[src/rtl/xaui_pkg.sv]
// Shared XAUI transmit code constants, column state encoding and idle-randomisation LFSR helper.
package xaui_pkg;

    localparam logic [7:0] CODE_I = 8'h07;
    localparam logic [7:0] CODE_S = 8'hFB;
    localparam logic [7:0] CODE_T = 8'hFD;
    localparam logic [7:0] CODE_E = 8'hFE;
    localparam logic [7:0] CODE_Q = 8'h9C;
    localparam logic [7:0] CODE_K = 8'hBC;
    localparam logic [7:0] CODE_R = 8'h1C;
    localparam logic [7:0] CODE_A = 8'h7C;

    // x^7 + x^6 + 1
    localparam logic [6:0] LFSR_TAPS = 7'h60;

    typedef enum logic [1:0] {
        ST_IDLE   = 2'd0,
        ST_PKT    = 2'd1,
        ST_POST_T = 2'd2
    } col_state_e;

    function automatic logic [6:0] lfsr_step(input logic [6:0] v);
        return {v[5:0], ^(v & LFSR_TAPS)};
    endfunction

endpackage

[src/rtl/xaui_col_enc.sv]
// Combinational encoder for one XGMII column: control-code validation, /T/-column
// idle replacement and ||A||/||K||/||R|| selection for full idle columns.
module xaui_col_enc
    import xaui_pkg::*;
#(
    parameter int A_MIN = 16
) (
    input  logic        en,
    input  logic [1:0]  state_in,
    input  logic [4:0]  a_cnt,
    input  logic [3:0]  lfsr,
    input  logic [31:0] txd,
    input  logic [3:0]  txc,
    output logic [31:0] data_out,
    output logic [3:0]  k_out,
    output logic        err,
    output logic [1:0]  state_out,
    output logic [4:0]  a_cnt_next
);

    col_state_e state_cur;
    col_state_e state_next;
    logic [3:0] is_t;
    logic       has_t;
    logic       has_s0;
    logic       idle_col;
    logic [7:0] idle_code;
    logic [7:0] b;

    assign state_cur = col_state_e'(state_in);
    assign state_out = state_next;

    for (genvar gi = 0; gi < 4; gi++) begin : g_t_lane
        assign is_t[gi] = txc[gi] && (txd[8*gi +: 8] == CODE_T);
    end

    assign has_t    = en && (|is_t);
    assign has_s0   = en && txc[0] && (txd[7:0] == CODE_S);
    assign idle_col = !en || ((txc == 4'hF) && (txd == {4{CODE_I}}));

    always_comb begin
        data_out   = '0;
        k_out      = '0;
        err        = 1'b0;
        idle_code  = CODE_K;
        b          = '0;
        state_next = state_cur;
        a_cnt_next = (a_cnt == 5'd0) ? 5'd0 : a_cnt - 5'd1;

        if (idle_col) begin
            // The reload column also counts as one elapsed column, so the
            // next ||A|| lands exactly A_MIN + lfsr[3:0] columns later.
            if (a_cnt == 5'd0) begin
                idle_code  = CODE_A;
                a_cnt_next = 5'(A_MIN - 1) + {1'b0, lfsr};
            end else if (state_cur == ST_POST_T || lfsr[0]) begin
                idle_code = CODE_K;
            end else begin
                idle_code = CODE_R;
            end
            data_out = {4{idle_code}};
            k_out    = 4'hF;
        end else begin
            for (int i = 0; i < 4; i++) begin
                b = txd[8*i +: 8];
                if (!txc[i]) begin
                    data_out[8*i +: 8] = b;
                end else begin
                    k_out[i] = 1'b1;
                    if ((b == CODE_S && i == 0) || b == CODE_T || b == CODE_E || b == CODE_Q) begin
                        data_out[8*i +: 8] = b;
                    end else if (b == CODE_I) begin
                        data_out[8*i +: 8] = CODE_K;
                    end else begin
                        data_out[8*i +: 8] = CODE_E;
                        err                = 1'b1;
                    end
                end
            end
        end

        if (!en) begin
            state_next = ST_IDLE;
        end else begin
            case (state_cur)
                ST_IDLE:   if (has_s0) state_next = ST_PKT;
                ST_PKT:    if (has_t) state_next = ST_POST_T;
                ST_POST_T: begin
                    if (has_s0)        state_next = ST_PKT;
                    else if (idle_col) state_next = ST_IDLE;
                end
                default:   state_next = ST_IDLE;
            endcase
        end
    end

endmodule

[src/rtl/xaui_tx_idle_gen.sv]
// XGMII-to-XAUI transmit idle generator: two chained column encoders between an
// input register stage and an output register stage (2-cycle latency).
module xaui_tx_idle_gen
    import xaui_pkg::*;
#(
    parameter logic [6:0] LFSR_SEED = 7'h7F,
    parameter int         A_MIN     = 16
) (
    input  logic        mgt_clk,
    input  logic        mgt_reset_n,
    input  logic        tx_en,
    input  logic [63:0] xgmii_txd,
    input  logic [7:0]  xgmii_txc,
    output logic [63:0] mgt_txdata,
    output logic [7:0]  mgt_txcharisk,
    output logic        code_err
);

    logic [63:0] txd_q, txd_d;
    logic [7:0]  txc_q, txc_d;
    logic        en_q, en_d;

    col_state_e  state_q, state_d;
    logic [4:0]  a_cnt_q, a_cnt_d;
    logic [6:0]  lfsr_q, lfsr_d;

    logic [63:0] txdata_q, txdata_d;
    logic [7:0]  txk_q, txk_d;
    logic        err_q, err_d;

    logic [31:0] d0, d1;
    logic [3:0]  k0, k1;
    logic        e0, e1;
    logic [1:0]  st1, st2;
    logic [4:0]  acnt1, acnt2;
    logic [6:0]  lfsr1;

    assign lfsr1 = lfsr_step(lfsr_q);

    xaui_col_enc #(.A_MIN(A_MIN)) u_enc0 (
        .en         (en_q),
        .state_in   (state_q),
        .a_cnt      (a_cnt_q),
        .lfsr       (lfsr_q[3:0]),
        .txd        (txd_q[31:0]),
        .txc        (txc_q[3:0]),
        .data_out   (d0),
        .k_out      (k0),
        .err        (e0),
        .state_out  (st1),
        .a_cnt_next (acnt1)
    );

    xaui_col_enc #(.A_MIN(A_MIN)) u_enc1 (
        .en         (en_q),
        .state_in   (st1),
        .a_cnt      (acnt1),
        .lfsr       (lfsr1[3:0]),
        .txd        (txd_q[63:32]),
        .txc        (txc_q[7:4]),
        .data_out   (d1),
        .k_out      (k1),
        .err        (e1),
        .state_out  (st2),
        .a_cnt_next (acnt2)
    );

    always_comb begin
        txd_d    = xgmii_txd;
        txc_d    = xgmii_txc;
        en_d     = tx_en;
        state_d  = col_state_e'(st2);
        a_cnt_d  = acnt2;
        lfsr_d   = lfsr_step(lfsr1);
        err_d    = e0 | e1;
        txdata_d = '0;
        txk_d    = '0;
        // Each lane carries column 0 in its low byte and column 1 in its high byte.
        for (int i = 0; i < 4; i++) begin
            txdata_d[16*i +: 16] = {d1[8*i +: 8], d0[8*i +: 8]};
            txk_d[2*i +: 2]      = {k1[i], k0[i]};
        end
    end

    always_ff @(posedge mgt_clk or negedge mgt_reset_n) begin
        if (!mgt_reset_n) begin
            txd_q    <= {8{CODE_I}};
            txc_q    <= 8'hFF;
            en_q     <= 1'b0;
            state_q  <= ST_IDLE;
            a_cnt_q  <= 5'd0;
            lfsr_q   <= LFSR_SEED;
            txdata_q <= {8{CODE_K}};
            txk_q    <= 8'hFF;
            err_q    <= 1'b0;
        end else begin
            txd_q    <= txd_d;
            txc_q    <= txc_d;
            en_q     <= en_d;
            state_q  <= state_d;
            a_cnt_q  <= a_cnt_d;
            lfsr_q   <= lfsr_d;
            txdata_q <= txdata_d;
            txk_q    <= txk_d;
            err_q    <= err_d;
        end
    end

    assign mgt_txdata    = txdata_q;
    assign mgt_txcharisk = txk_q;
    assign code_err      = err_q;

endmodule

[config.mk]
export PLATFORM = sky130hd
export DESIGN_NAME = xaui_tx_idle_gen
export DESIGN_NICKNAME = d
export VERILOG_FILES = /design/src/rtl/xaui_pkg.sv /design/src/rtl/xaui_col_enc.sv /design/src/rtl/xaui_tx_idle_gen.sv
export SDC_FILE = /design/constraint.sdc
export NUM_CORES = 1
export LEC_CHECK = 0
export CAP_MARGIN = 20
export CORE_UTILIZATION = 49
export DETAILED_ROUTE_END_ITERATION = 10
export GPL_TIMING_DRIVEN = 0
export HOLD_SLACK_MARGIN = 0.03
export PLACE_DENSITY_LB_ADDON = 0.08
export SLEW_MARGIN = 20
export SYNTH_ARGS = -nofsm -noshare
export SYNTH_HDL_FRONTEND = slang
export SYNTH_SLANG_ARGS = --single-unit
[constraint.sdc]
create_clock -name mgt_clk -period 2.9 [get_ports mgt_clk]
set_input_delay 0.58 -clock mgt_clk [delete_from_list [all_inputs] [get_ports mgt_clk]]
set_output_delay 0.58 -clock mgt_clk [all_outputs]
set_load 0.05 [all_outputs]
==> Word-level counts from Yosys, hierarchy flattened <==
Index checks and enable logic that the tools add are counted.
{ "word_totals": {"register_bits": 160, "out_inout_bits": 73, "input_bits": 75} }
{ "classes": {"addsub": 4, "n_bitwise": 1, "reduce_logical": 47, "muxes": 84, "eq_ne": 42} }
{ "ops": {"columns": ["op", "n"], "rows": [
  ["== test 8 bit, second input constant", 26],
  ["two-way mux 8 bit", 20],
  ["== test 32 x 27 -> 1 bit, second input constant", 2],
  ["== test 8 x 3 -> 1 bit, second input constant", 8],
  ["two-way mux 32 bit", 2],
  ["two-way mux 7 bit", 8],
  ["two-way mux 1 bit", 34],
  ["two-way mux 5 bit", 6],
  ["logical OR 1 bit", 22],
  ["two-way mux 2 bit", 10],
  ["logical AND 1 bit", 16],
  ["parity 7 bit", 2],
  ["case mux 2 bit (3 select lines)", 2],
  ["adder 4 x 4 -> 5 bit, first input constant", 2],
  ["logical NOT 5 bit", 2],
  ["subtractor 5 x 1 -> 5 bit, second input constant", 2],
  ["== test 4 bit, second input constant", 2],
  ["two-way mux 4 bit", 2],
  ["OR reduction 4 bit", 2],
  ["== test 2 x 1 -> 1 bit, second input constant", 2],
  ["== test 2 bit, second input constant", 2],
  ["logical NOT 2 bit", 2],
  ["logical NOT 1 bit", 1],
  ["OR 1 bit", 1]
]} }

==> Logic depth before layout (Yosys ltp) <==
{ "depth": {"word_depth": 17, "mapped_depth": 12, "mapped_depth_nobuf": 10} }

==> By module <==
A second synthesis with hierarchy kept.
{ "unflattened": {"cells_unflattened": 469, "area_unflattened_um2": 6167.2} }
{ "modules_own_cells": {"columns": ["module", "cells_each", "n_inst", "area_per_inst_um2", "seq_area_each_um2"], "rows": [
  ["xaui_tx_idle_gen", 163, 1, 4136.5, 4112.7],
  ["xaui_col_enc (u_enc0)", 152, 1, 1036.0, 0.0],
  ["xaui_col_enc (u_enc1)", 154, 1, 994.7, 0.0]
]} }

==> Least setup slack after synthesis <==
Ideal clock, no wire load.
{ "synth_path": {"path_kind": "register -> register", "start": "register txd_q[26]", "end": "register a_cnt_q[0]", "setup_slack_ns": 0.221, "t_arrival_ns": 2.553, "path_buffers": 1, "period_less_slack_ns": 2.679, "path_stages_with_launch": 11, "setup_time_ns": 0.125, "path_cell_list": "dfstp_2 nor4bb_1 nand4b_1 nor4_2 nor2_1 o21ai_0 o21ai_0 ha_1 and4_4 buf_6 mux2_4"} }
{ "synth_between": {"elab_chain_cells": 8, "elab_cells_between_ends": 9, "cone_classes": "add/sub (1); eq/ne (1); mux (4); reduce/logical (3)"} }
{ "synth_lines": {"columns": ["element", "line_no", "source"], "rows": [
  ["start, declared", "xaui_tx_idle_gen.sv:19", "logic [63:0] txd_q, txd_d;"],
  ["start signal, assigned", "xaui_tx_idle_gen.sv:87", "txd_q <= {8{CODE_I}};"],
  ["start signal, assigned", "xaui_tx_idle_gen.sv:97", "txd_q <= txd_d;"],
  ["== test 32 x 27 -> 1 bit (*)", "xaui_col_enc.sv:39", "assign idle_col = !en || ((txc == 4'hF) && (txd == {4{CODE_I}}));"],
  ["logical AND 1 bit (*)", "xaui_col_enc.sv:39", null],
  ["logical OR 1 bit (*)", "xaui_col_enc.sv:39", null],
  ["two-way mux 5 bit (*)", "xaui_col_enc.sv:50", "if (idle_col) begin"],
  ["subtractor 5 x 1 -> 5 bit or logical NOT 5 bit (tied branches)", "xaui_col_enc.sv:48, xaui_col_enc.sv:53", null],
  ["two-way mux 5 bit", "xaui_col_enc.sv:48", "a_cnt_next = (a_cnt == 5'd0) ? 5'd0 : a_cnt - 5'd1;"],
  ["two-way mux 5 bit", "xaui_col_enc.sv:53", "if (a_cnt == 5'd0) begin"],
  ["two-way mux 5 bit (*)", "xaui_col_enc.sv:50", null],
  ["via a_cnt_d[0]", "xaui_tx_idle_gen.sv:24", "logic [4:0] a_cnt_q, a_cnt_d;"],
  ["end signal, assigned", "xaui_tx_idle_gen.sv:101", "a_cnt_q <= a_cnt_d;"],
  ["end, declared", "xaui_tx_idle_gen.sv:24", null]
]} }
The timed path passes the listed nets; every way through them passes the cells marked *.

==> Final worst setup path <==
{ "layout_path": {"start": "register txd_q[26]", "end": "register txdata_q[7] (netlist: mgt_txdata[7])"} }
{ "layout_between": {"elab_chain_cells": 4} }
{ "layout_lines": {"columns": ["element", "line_no", "source"], "rows": [
  ["== test 32 x 27 -> 1 bit", "xaui_col_enc.sv:39", null],
  ["logical AND 1 bit", "xaui_col_enc.sv:39", null],
  ["logical OR 1 bit", "xaui_col_enc.sv:39", null],
  ["two-way mux 32 bit", "xaui_col_enc.sv:50", null],
  ["via d0[7]", "xaui_tx_idle_gen.sv:31", "logic [31:0] d0, d1;"],
  ["end signal, assigned", "xaui_tx_idle_gen.sv:93", "txdata_q <= {8{CODE_K}};"],
  ["end signal, assigned", "xaui_tx_idle_gen.sv:103", "txdata_q <= txdata_d;"],
  ["end, declared", "xaui_tx_idle_gen.sv:27", "logic [63:0] txdata_q, txdata_d;"]
]} }
The timed path passes the listed nets, and every way through them passes these cells.

==> metrics.cfg <==
[routing]
drt_first_pass_iters=4
detail_route.iter0.violations=199
viasPerCell=5.21
drc=0
vias=4277
antenna_left=0
drt-total-wl_um=13300
wire_per_inst_um=16.2

[yosys]
seq_area_frac_synth=0.677
syn_area_per_cell_um2=13.0
synth_compound_area_frac=0.0863
synthAdderAreaFrac=0.00824
synthArstFlopShare=1.00
ys.flop_type=dfstp_2
synth-seq-cells=160
yosys-top-cells-area=dfstp_2 (38%), dfrtp_1 (30%), nor2_1 (2.1%)
synth_edf_count=0
synth_top_family_by_area=simple AND/OR/NAND/NOR gates
synth-xor-area-share=0.0231
synth_mux_area_frac=0.0126
yosysTopAreaCellShare=0.376
yosys_warnings=0
synth_nets=548
synth_cells=469
yosys.area.top_type=dfstp_2
synth.distinct_cells=56
yosys.area_share.simple=0.179
netlist_area_um2=6080

[power]
ir_worst_vdd_mv=0.441
p_leak_uw=0.00346
powerDensity_nw_per_um2=738

[global_routing]
grt_max_degree=101
antenna_found_initial=0
grt_pass1_wl_um=21300
grt_pass1_vias=4359
grt-ovfl-total=0
grt_use_total=0.223

[floorplan]
core_area_um2=12100
dieArea_um2=12800
num_io_pins=148
num_rows=40
start_util=0.504
die_height_um=113
die_w_um=113

[place]
io_buffers=147
dpl.hpwl_um=9300
place_congestion=0.812
place_ws_ps=-379
place_area_um2=7790

[worst_setup_path]
cp_data_required_time_ps=3240
crit_buf_inv=2
worst_setup_path_start_kind=register
arrival_ps=3100
critPathTopFamily=compound AO/OA/AOI/OAI gates
path_cells=nor4bb_2 > nand4b_1 > buf_4 > o41ai_4 > clkbuf_1 > o21ai_1 > a21boi_0
cp_slowest_cell=dfstp_2
critPathMaxFanout=10
end_kind=register
critPathMaxStageDelay_ps=530
crit_type=register to register

[run_status]
outcome=finished clean

[timing]
rsz0062_at_grt=no
fmax_mhz=362
min_period_over_period=0.953
skew_ps=6.54
slew_headroom=0.622
finalSetupViolCount=0
setup_ws_ps=137
hold_viol=0
fin_tns_setup_ps=0
period_minus_slack_ps=2760
hold_ws_ps=81.2
tightest_slew_ps=560
drv_slew=0

[cells_and_area]
drive_above_1_share=0.234
n_antenna_cell=0
finalNetCount=719
layout_commonest_cell=clkdlybuf4s50_1
n_fill_cell=857
syn2layout_area_growth_pct=40.3
fin_area_um2=8520
most-common-layout-cells=clkdlybuf4s50_1 (146), dfstp_2 (87), dfrtp_1 (73), nor2_1 (33), nand2_1 (27)

[clock_tree]
cts.path.max_buffers=2
cts_tree=done
clock-root-buffer=clkbuf_16
cts_hold_buf=0
htree_levels=4
clkSlewWorstSetupHoldPaths_ps=60
clkLatencyLatePin_ps=420
numCtsBuffers=17
cts.sinks=160

[hold_path]
hold_path.class=primary input to asynchronous set/reset pin

[flow_run]
max-cap-violations=0

-- power breakdown --
group / leakage (uW) / internal (uW) / switching, uW
sequential: 0.00180 / 2480 / 129
combinational: 0.00135 / 529 / 758
clock: 0.000311 / 1550 / 846
total: 0.00346 / 4560 / 1730
-- cell families (layout without fill, tap and decap cells) --
logic type / after synthesis / count (layout)
multiplexers: 7 / 7
XOR/XNOR: 16 / 16
AO/OA/AOI/OAI: 80 / 80
AND/OR/NAND/NOR: 181 / 181
flip-flops: 160 / 160
buffers and inverters: 21 / 205
adder cells (fa/ha/maj): 4 / 4
-- final timing paths --
path / start / end / slack, ps / cells after the start
worst max-delay path: txd_q[26]$_DFF_PN1_ / mgt_txdata[7]$_DFF_PN1_ / 140 / 7
worst min-delay path: mgt_reset_n / txd_q[19]$_DFF_PN0_ / 80 / 1
worst max register to register: txd_q[26]$_DFF_PN1_ / mgt_txdata[7]$_DFF_PN1_ / 140 / 7
worst min register to register: lfsr_q[4]$_DFF_PN1_ / lfsr_q[6]$_DFF_PN1_ / 370 / 0
max in group asynchronous: mgt_reset_n / lfsr_q[6]$_DFF_PN1_ / 1990 / 2
min in group mgt_clk: lfsr_q[4]$_DFF_PN1_ / lfsr_q[6]$_DFF_PN1_ / 370 / 0
-- metrics by stage --
stage,std cells,util,total power (uW)
after CTS,820,0.703,6320
after detailed placement,785,0.646,3910
after global placement,784,0.643,3870
after floorplan,469,-,3440
after global routing,821,0.707,6560
final,821,0.707,6290
-- layer usage --
layer	GRT usage	routed length, um	vias up
li1	-	-	2009
met1	0.255	5390	2098
met2	0.386	6920	150
met3	0.0605	758	20
met4	0.109	246	0
met5	0	0	-
-- synthesized netlist by cell type (3+ instances only) --
cell type and number:
or2_2 6, ha_1 4, nor4_1 9, or3_1 16, nand2b_1 19, nand3_1 7, inv_1 13, o21ai_0 23
a31oi_1 12, dfstp_2 87, xnor2_1 6, o21a_1 15, nor4bb_1 4, nor2_1 34, and3_1 6, nor4b_1 4
o31a_1 3, dfrtp_1 73, nor3_1 12, nand4b_1 3, nor2b_1 4, clkbuf_1 7, a21oi_1 11, xor2_1 10
mux2i_1 5, o21ai_1 3, nand2_1 28, nand4_1 11
-- cell type report --
type | count | area [um^2] | area share
Sequential cell | 160 | 4110 | 0.483
Multi-Input combinational cell | 288 | 1930 | 0.226
Timing Repair Buffer | 152 | 1530 | 0.180
Clock buffer | 23 | 498 | 0.0584
Tap cell | 168 | 210 | 0.0247
Clock inverter | 9 | 153 | 0.0179
Inverter | 13 | 48.8 | 0.00573
Buffer | 8 | 40.0 | 0.00470
-- worst register-to-register path, delay by kind of cell, from the launching register on --
family                 cells  cell delay, ps
buffers and inverters      2             630
flip-flops                 1             530
AO/OA/AOI/OAI              3             960
AND/OR/NAND/NOR            2             560
-- timing repair --
action,CTS,global route
resized for setup,4,12
setup endpoints to repair,17,22
pin swaps,4,4
setup buffers,3,1
-- state kept, by name, summed over array words and instances (netlist names) --
register       count
mgt_txcharisk      8
state_q            2
lfsr_q             7
txd_q             64
a_cnt_q            5
mgt_txdata        64
txc_q              8
code_err           1
en_q               1
No activity file was read; power rests on OpenSTA's default activity.
